## src/rtl/dmux4way16_router_if.sv

```systemverilog
// Producer-side and consumer-side signal bundle for the 1-to-4 word router.
interface dmux4way16_router_if #(
  parameter int unsigned WIDTH     = 16,
  parameter int unsigned CNT_WIDTH = 8
);
  logic                   in_valid;
  logic                   in_ready;
  logic [WIDTH-1:0]       in_data;
  logic [1:0]             in_sel;
  logic                   in_bcast;
  logic [3:0]             out_valid;
  logic [3:0]             out_ready;
  logic [WIDTH-1:0]       out_a;
  logic [WIDTH-1:0]       out_b;
  logic [WIDTH-1:0]       out_c;
  logic [WIDTH-1:0]       out_d;
  logic [4*CNT_WIDTH-1:0] lane_count;

  // Router side
  modport slave (
    input  in_valid, in_data, in_sel, in_bcast, out_ready,
    output in_ready, out_valid, out_a, out_b, out_c, out_d, lane_count
  );

  // Producer/consumer side
  modport master (
    output in_valid, in_data, in_sel, in_bcast, out_ready,
    input  in_ready, out_valid, out_a, out_b, out_c, out_d, lane_count
  );
endinterface

```

## src/rtl/dmux4way16_router.sv

```systemverilog
// Registered 1-to-4 distributor: unicast by select or all-or-nothing broadcast into
// four single-entry lanes, each with its own handshake and wrapping delivery counter.
module dmux4way16_router #(
  parameter int unsigned WIDTH     = 16,
  parameter int unsigned CNT_WIDTH = 8
) (
  input logic                clk,
  input logic                rst,
  dmux4way16_router_if.slave bus
);

  logic [WIDTH-1:0]     r_data  [4];
  logic [3:0]           r_valid;
  logic [CNT_WIDTH-1:0] r_count [4];

  logic [3:0] w_can;
  logic [3:0] w_push;
  logic [3:0] w_pop;
  logic       w_ready;
  logic       w_accept;

  assign w_can = ~r_valid | bus.out_ready;
  assign w_pop = r_valid & bus.out_ready;

  always_comb begin
    w_ready = 1'b0;
    if (!rst) begin
      w_ready = bus.in_bcast ? (&w_can) : w_can[bus.in_sel];
    end
  end

  assign w_accept = bus.in_valid & w_ready;

  always_comb begin
    w_push = 4'b0000;
    if (w_accept) begin
      w_push = bus.in_bcast ? 4'b1111 : (4'b0001 << bus.in_sel);
    end
  end

  // Push wins over pop so a full lane can stream one word per cycle.
  always_ff @(posedge clk or posedge rst) begin
    if (rst) begin
      r_valid <= 4'b0000;
      for (int k = 0; k < 4; k++) begin
        r_data[k]  <= '0;
        r_count[k] <= '0;
      end
    end else begin
      for (int k = 0; k < 4; k++) begin
        if (w_push[k]) begin
          r_data[k]  <= bus.in_data;
          r_valid[k] <= 1'b1;
        end else if (w_pop[k]) begin
          r_valid[k] <= 1'b0;
        end
        if (w_pop[k]) begin
          r_count[k] <= r_count[k] + CNT_WIDTH'(1);
        end
      end
    end
  end

  assign bus.in_ready   = w_ready;
  assign bus.out_valid  = r_valid;
  assign bus.out_a      = r_data[0];
  assign bus.out_b      = r_data[1];
  assign bus.out_c      = r_data[2];
  assign bus.out_d      = r_data[3];
  assign bus.lane_count = {r_count[3], r_count[2], r_count[1], r_count[0]};

endmodule

```

## src/flat_wrapper.sv

```systemverilog
// flat-port wrapper written by rule: the top's interface ports become plain ports
module dmux4way16_router_flat 
#(
  parameter int unsigned WIDTH     = 16,
  parameter int unsigned CNT_WIDTH = 8
)
  (clk, rst, bus_in_valid, bus_in_data, bus_in_sel, bus_in_bcast, bus_out_ready, bus_in_ready, bus_out_valid, bus_out_a, bus_out_b, bus_out_c, bus_out_d, bus_lane_count);
  dmux4way16_router_if #(.WIDTH(WIDTH), .CNT_WIDTH(CNT_WIDTH)) bus_i ();
  input logic clk;
  input logic rst;
  input wire logic [$bits(bus_i.in_valid)-1:0] bus_in_valid;
  input wire logic [$bits(bus_i.in_data)-1:0] bus_in_data;
  input wire logic [$bits(bus_i.in_sel)-1:0] bus_in_sel;
  input wire logic [$bits(bus_i.in_bcast)-1:0] bus_in_bcast;
  input wire logic [$bits(bus_i.out_ready)-1:0] bus_out_ready;
  output wire logic [$bits(bus_i.in_ready)-1:0] bus_in_ready;
  output wire logic [$bits(bus_i.out_valid)-1:0] bus_out_valid;
  output wire logic [$bits(bus_i.out_a)-1:0] bus_out_a;
  output wire logic [$bits(bus_i.out_b)-1:0] bus_out_b;
  output wire logic [$bits(bus_i.out_c)-1:0] bus_out_c;
  output wire logic [$bits(bus_i.out_d)-1:0] bus_out_d;
  output wire logic [$bits(bus_i.lane_count)-1:0] bus_lane_count;
  assign bus_i.in_valid = bus_in_valid;
  assign bus_i.in_data = bus_in_data;
  assign bus_i.in_sel = bus_in_sel;
  assign bus_i.in_bcast = bus_in_bcast;
  assign bus_i.out_ready = bus_out_ready;
  assign bus_in_ready = bus_i.in_ready;
  assign bus_out_valid = bus_i.out_valid;
  assign bus_out_a = bus_i.out_a;
  assign bus_out_b = bus_i.out_b;
  assign bus_out_c = bus_i.out_c;
  assign bus_out_d = bus_i.out_d;
  assign bus_lane_count = bus_i.lane_count;
  dmux4way16_router #(.WIDTH(WIDTH), .CNT_WIDTH(CNT_WIDTH)) u_core (.clk(clk), .rst(rst), .bus(bus_i));
endmodule
```

## config.mk

```make
export PLATFORM = sky130hd
export DESIGN_NAME = dmux4way16_router_flat
export DESIGN_NICKNAME = d
export VERILOG_FILES = /design/src/rtl/dmux4way16_router_if.sv /design/src/rtl/dmux4way16_router.sv /design/src/flat_wrapper.sv
export SDC_FILE = /design/constraint.sdc
export NUM_CORES = 1
export LEC_CHECK = 0
export ABC_AREA = 1
export CAP_MARGIN = 20
export CORE_ASPECT_RATIO = 2
export CORE_MARGIN = 3
export CORE_UTILIZATION = 48
export CTS_BUF_LIST = sky130_fd_sc_hd__clkbuf_8 sky130_fd_sc_hd__clkbuf_16
export DETAILED_ROUTE_END_ITERATION = 10
export GPL_TIMING_DRIVEN = 0
export PLACE_DENSITY = 0.8
export SLEW_MARGIN = 10
export SYNTH_ARGS = -nofsm -noshare
export SYNTH_HDL_FRONTEND = slang
export SYNTH_SLANG_ARGS = --single-unit
```

## constraint.sdc

```tcl
create_clock -name clk -period 3.9 [get_ports clk]
set_input_delay 0.975 -clock clk [delete_from_list [all_inputs] [get_ports clk]]
set_output_delay 0.975 -clock clk [all_outputs]
set_load 0.01 [all_outputs]
```

==> results.yml <==
global_route:
  grt.total_usage_pct: 24.12
  grt_pass1_vias: 3871
  antenna_found_initial: 0
  grt_max_degree: 53
  grt_overflow: 0
  grt_pass1_wl_um: 19330
min_path:
  whs_path_depth: 2
  holdCritPathClass: "register to register"
  worstHoldEndpoint: "u_core.bus.out_a[9]$_DFFE_PP0P_"
  hp-start: "u_core.bus.out_a[9]$_DFFE_PP0P_"
synthesis:
  syn_area_sq_mm: 0.004488
  synth_area_leaders: "dfrtp_1, nand2_1, nand4_1, xor2_1, buf_6"
  yosysSeqAreaShare_pct: 55.76
  ys_types: 28
  async_flop_share_pct: 100.0
  syn_nets: 497
  synth_area_per_cell_sq_um: 9.610
  synth-simple-area-share_pct: 31.11
  synth_edf_count: 0
  synth_top_family_by_area: "simple AND/OR/NAND/NOR gates"
  yosysMostFrequentCell: "nand2_1"
  synth_seq_cells: 100
  synth_compound_area_share_pct: 0.6133
  yosysTopAreaCellShare_pct: 55.76
  synth_fa_ha_area_share_pct: 1.115
  ys.flop_type: "dfrtp_1"
  synthXorXnorAreaFrac_pct: 5.074
  synthCells: 467
  yosysTopAreaCell: "dfrtp_1"
  yosysWarnings: 0
  synth_mux_area_share_pct: 0
  synth_common_cells: "nand2_1, dfrtp_1, nand4_1"
flow_run:
  max-cap-violations: 0
worst_setup_path:
  critPathLaunchType: "primary input"
  worstSetupEndpointType: "primary output"
  r2r_cells: 8
  r2r_slack_ps: 2370
  crit_type: "primary input to primary output"
  worstReg2RegEnd: "u_core.bus.out_d[11]$_DFFE_PP0P_"
  crit_fanout: 10
  critPathArrivalTime_ps: 2470
  timing.rr.start: "u_core.bus.out_valid[0]$_DFFE_PP0P_"
  crit_required_ps: 2920
timing:
  timing.final.ws_setup_ps: 450.5
  holdWs_ps: 474.1
  final-hold-violation-count: 0
  setup_viol: 0
  fmax_ghz: 0.2899
  tns_ps: 0
  relSlewSlack_pct: 65.67
  post-route-min-period_ps: 3450
  slew_violations: 0
  rsz0062_at_grt: "no"
  fin_crit_sh_pct: 88.45
  worst_pin_slew_ps: 514.9
  fin_skew_ps: 11.64
placement:
  pre_cts_ws_ps: -158.6
  io_buffers: 125
  place_congestion: 0.9003
  hpwl_um: 9358
  postPlaceCellArea_sq_mm: 0.005897
  placed_cells: 695
cts:
  cts-buffers-inserted: 9
  htreeDepth: 3
  path_clk_slew_ps: 70
  clk_latency_ps: 340
  cts_num_sinks: 100
  cts_setup_buffers: 0
  cts_tree: "done"
  cts_max_path_buffers: 2
  clockRootBuffer: "clkbuf_16"
drt:
  drt_iter0_markers: 118
  first_pass_iters: 4
  wl_um: 12100
  drtAntennaViolNets: 0
  routed-via-count: 3752
  drc: 0
  via_per_inst: 5.277
  wl_per_cell_um: 17.02
floorplan:
  start_util_pct: 49.46
  die_width_um: 74.38
  pin_count: 127
  die_h_um: 142.8
  rows: 49
  core-area_sq_mm: 0.009074
  fp.dieArea_sq_mm: 0.01062
status:
  status: "finished, final reports clean"
finish:
  synthToLayoutAreaGrowth_pct: 38.42
  drive_gt1_share_pct: 10.02
  fin_util_pct: 68.46
  layout.nets: 634
  final_cells: 711
  fill_cells: 738
  design_area_sq_mm: 0.006212
  n_antenna_cell: 0
power_and_ir_drop:
  p_leak_nw: 3.050
  vdd_drop_max_uv: 317.5
  p_total_mw: 3.560
  p_per_area_mw_per_mm2: 573.0
-- sequential cells by signal, summed over array words and instances, names as in the netlist --
name	count
u_core.bus.lane_count	32
u_core.bus.out_a	16
u_core.bus.out_b	16
u_core.bus.out_c	16
u_core.bus.out_d	16
u_core.bus.out_valid	4
-- area by class of cell --
type / instances / area [sq um] / share of cell area [%]
flip-flops and latches: 100 / 2502 / 40.28
multi-input cells: 313 / 1702 / 27.39
repair buffers: 126 / 1281 / 20.62
clock buffers: 9 / 225.2 / 3.625
plain buffers: 23 / 167.7 / 2.699
inverters: 31 / 145.1 / 2.336
well taps: 102 / 127.6 / 2.054
clock inverters: 7 / 61.31 / 0.9869
-- logic make-up (layout without fill, tap and decap cells) --
group,after synthesis,in the layout
AO/OA/AOI/OAI,5,5
XOR/XNOR,26,26
adder cells (fa/ha/maj),4,4
buffers and inverters,54,196
flip-flops,100,100
AND/OR/NAND/NOR,278,278
-- worst max-delay path: stages --
cell and delay (ps):
clkdlybuf4s50_1 520, inv_1 60, nand2_1 90, nand2_4 110, nand2_4 100, nand3_2 80, nor2_2 160, buf_4 190
dlymetal6s2s_1 170
-- repair_timing --
action                                  4_1_cts  5_1_grt
gates cloned                                  0        0
endpoints found under the setup margin        1        1
gates resized for setup                       4        3
endpoints found under the hold margin         0        0
hold buffers                                  0        0
-- layer usage --
layer | wire length [um] | GRT usage [%]
met1 | 4312 | 25.89
met2 | 6738 | 43.57
met4 | 403 | 9.662
met5 | 0 | 0
met3 | 648 | 6.131
-- worst max path at each step --
stage,start,endpoint,slack [ps]
after detailed placement,rst,bus_in_ready,-160
after global placement,rst,bus_in_ready,-1190
final,bus_in_sel[1],bus_in_ready,450
after CTS,bus_in_sel[1],bus_in_ready,10
after global routing,bus_in_sel[1],bus_in_ready,330
after floorplan,rst,bus_in_ready,270
-- layout by cell type (no fill, tap or decap), types with 2 or more instances in the layout --
cell type          n
inv_2              7
inv_8              2
nand2_1          165
nor2_1            12
buf_6             10
ha_1               4
inv_1             22
nand2_2            9
nand4_1           66
clkinv_4           4
nor3_1             3
xor2_1            14
o21ai_1            3
xnor2_1           12
nand4_4            4
nand2_4            6
dfrtp_1          100
clkdlybuf4s50_1  124
clkbuf_16          9
buf_2              2
buf_1              7
clkbuf_1           3
nand3_1            8
-- power by group --
part / switching (mW) / internal [mW] / total, mW / leakage [nW]
clock network: 0.405 / 0.444 / 0.849 / 0.145
logic: 0.546 / 0.651 / 1.20 / 1.65
registers: 0.214 / 1.30 / 1.51 / 1.25
Power figures use the tool's default switching activity.
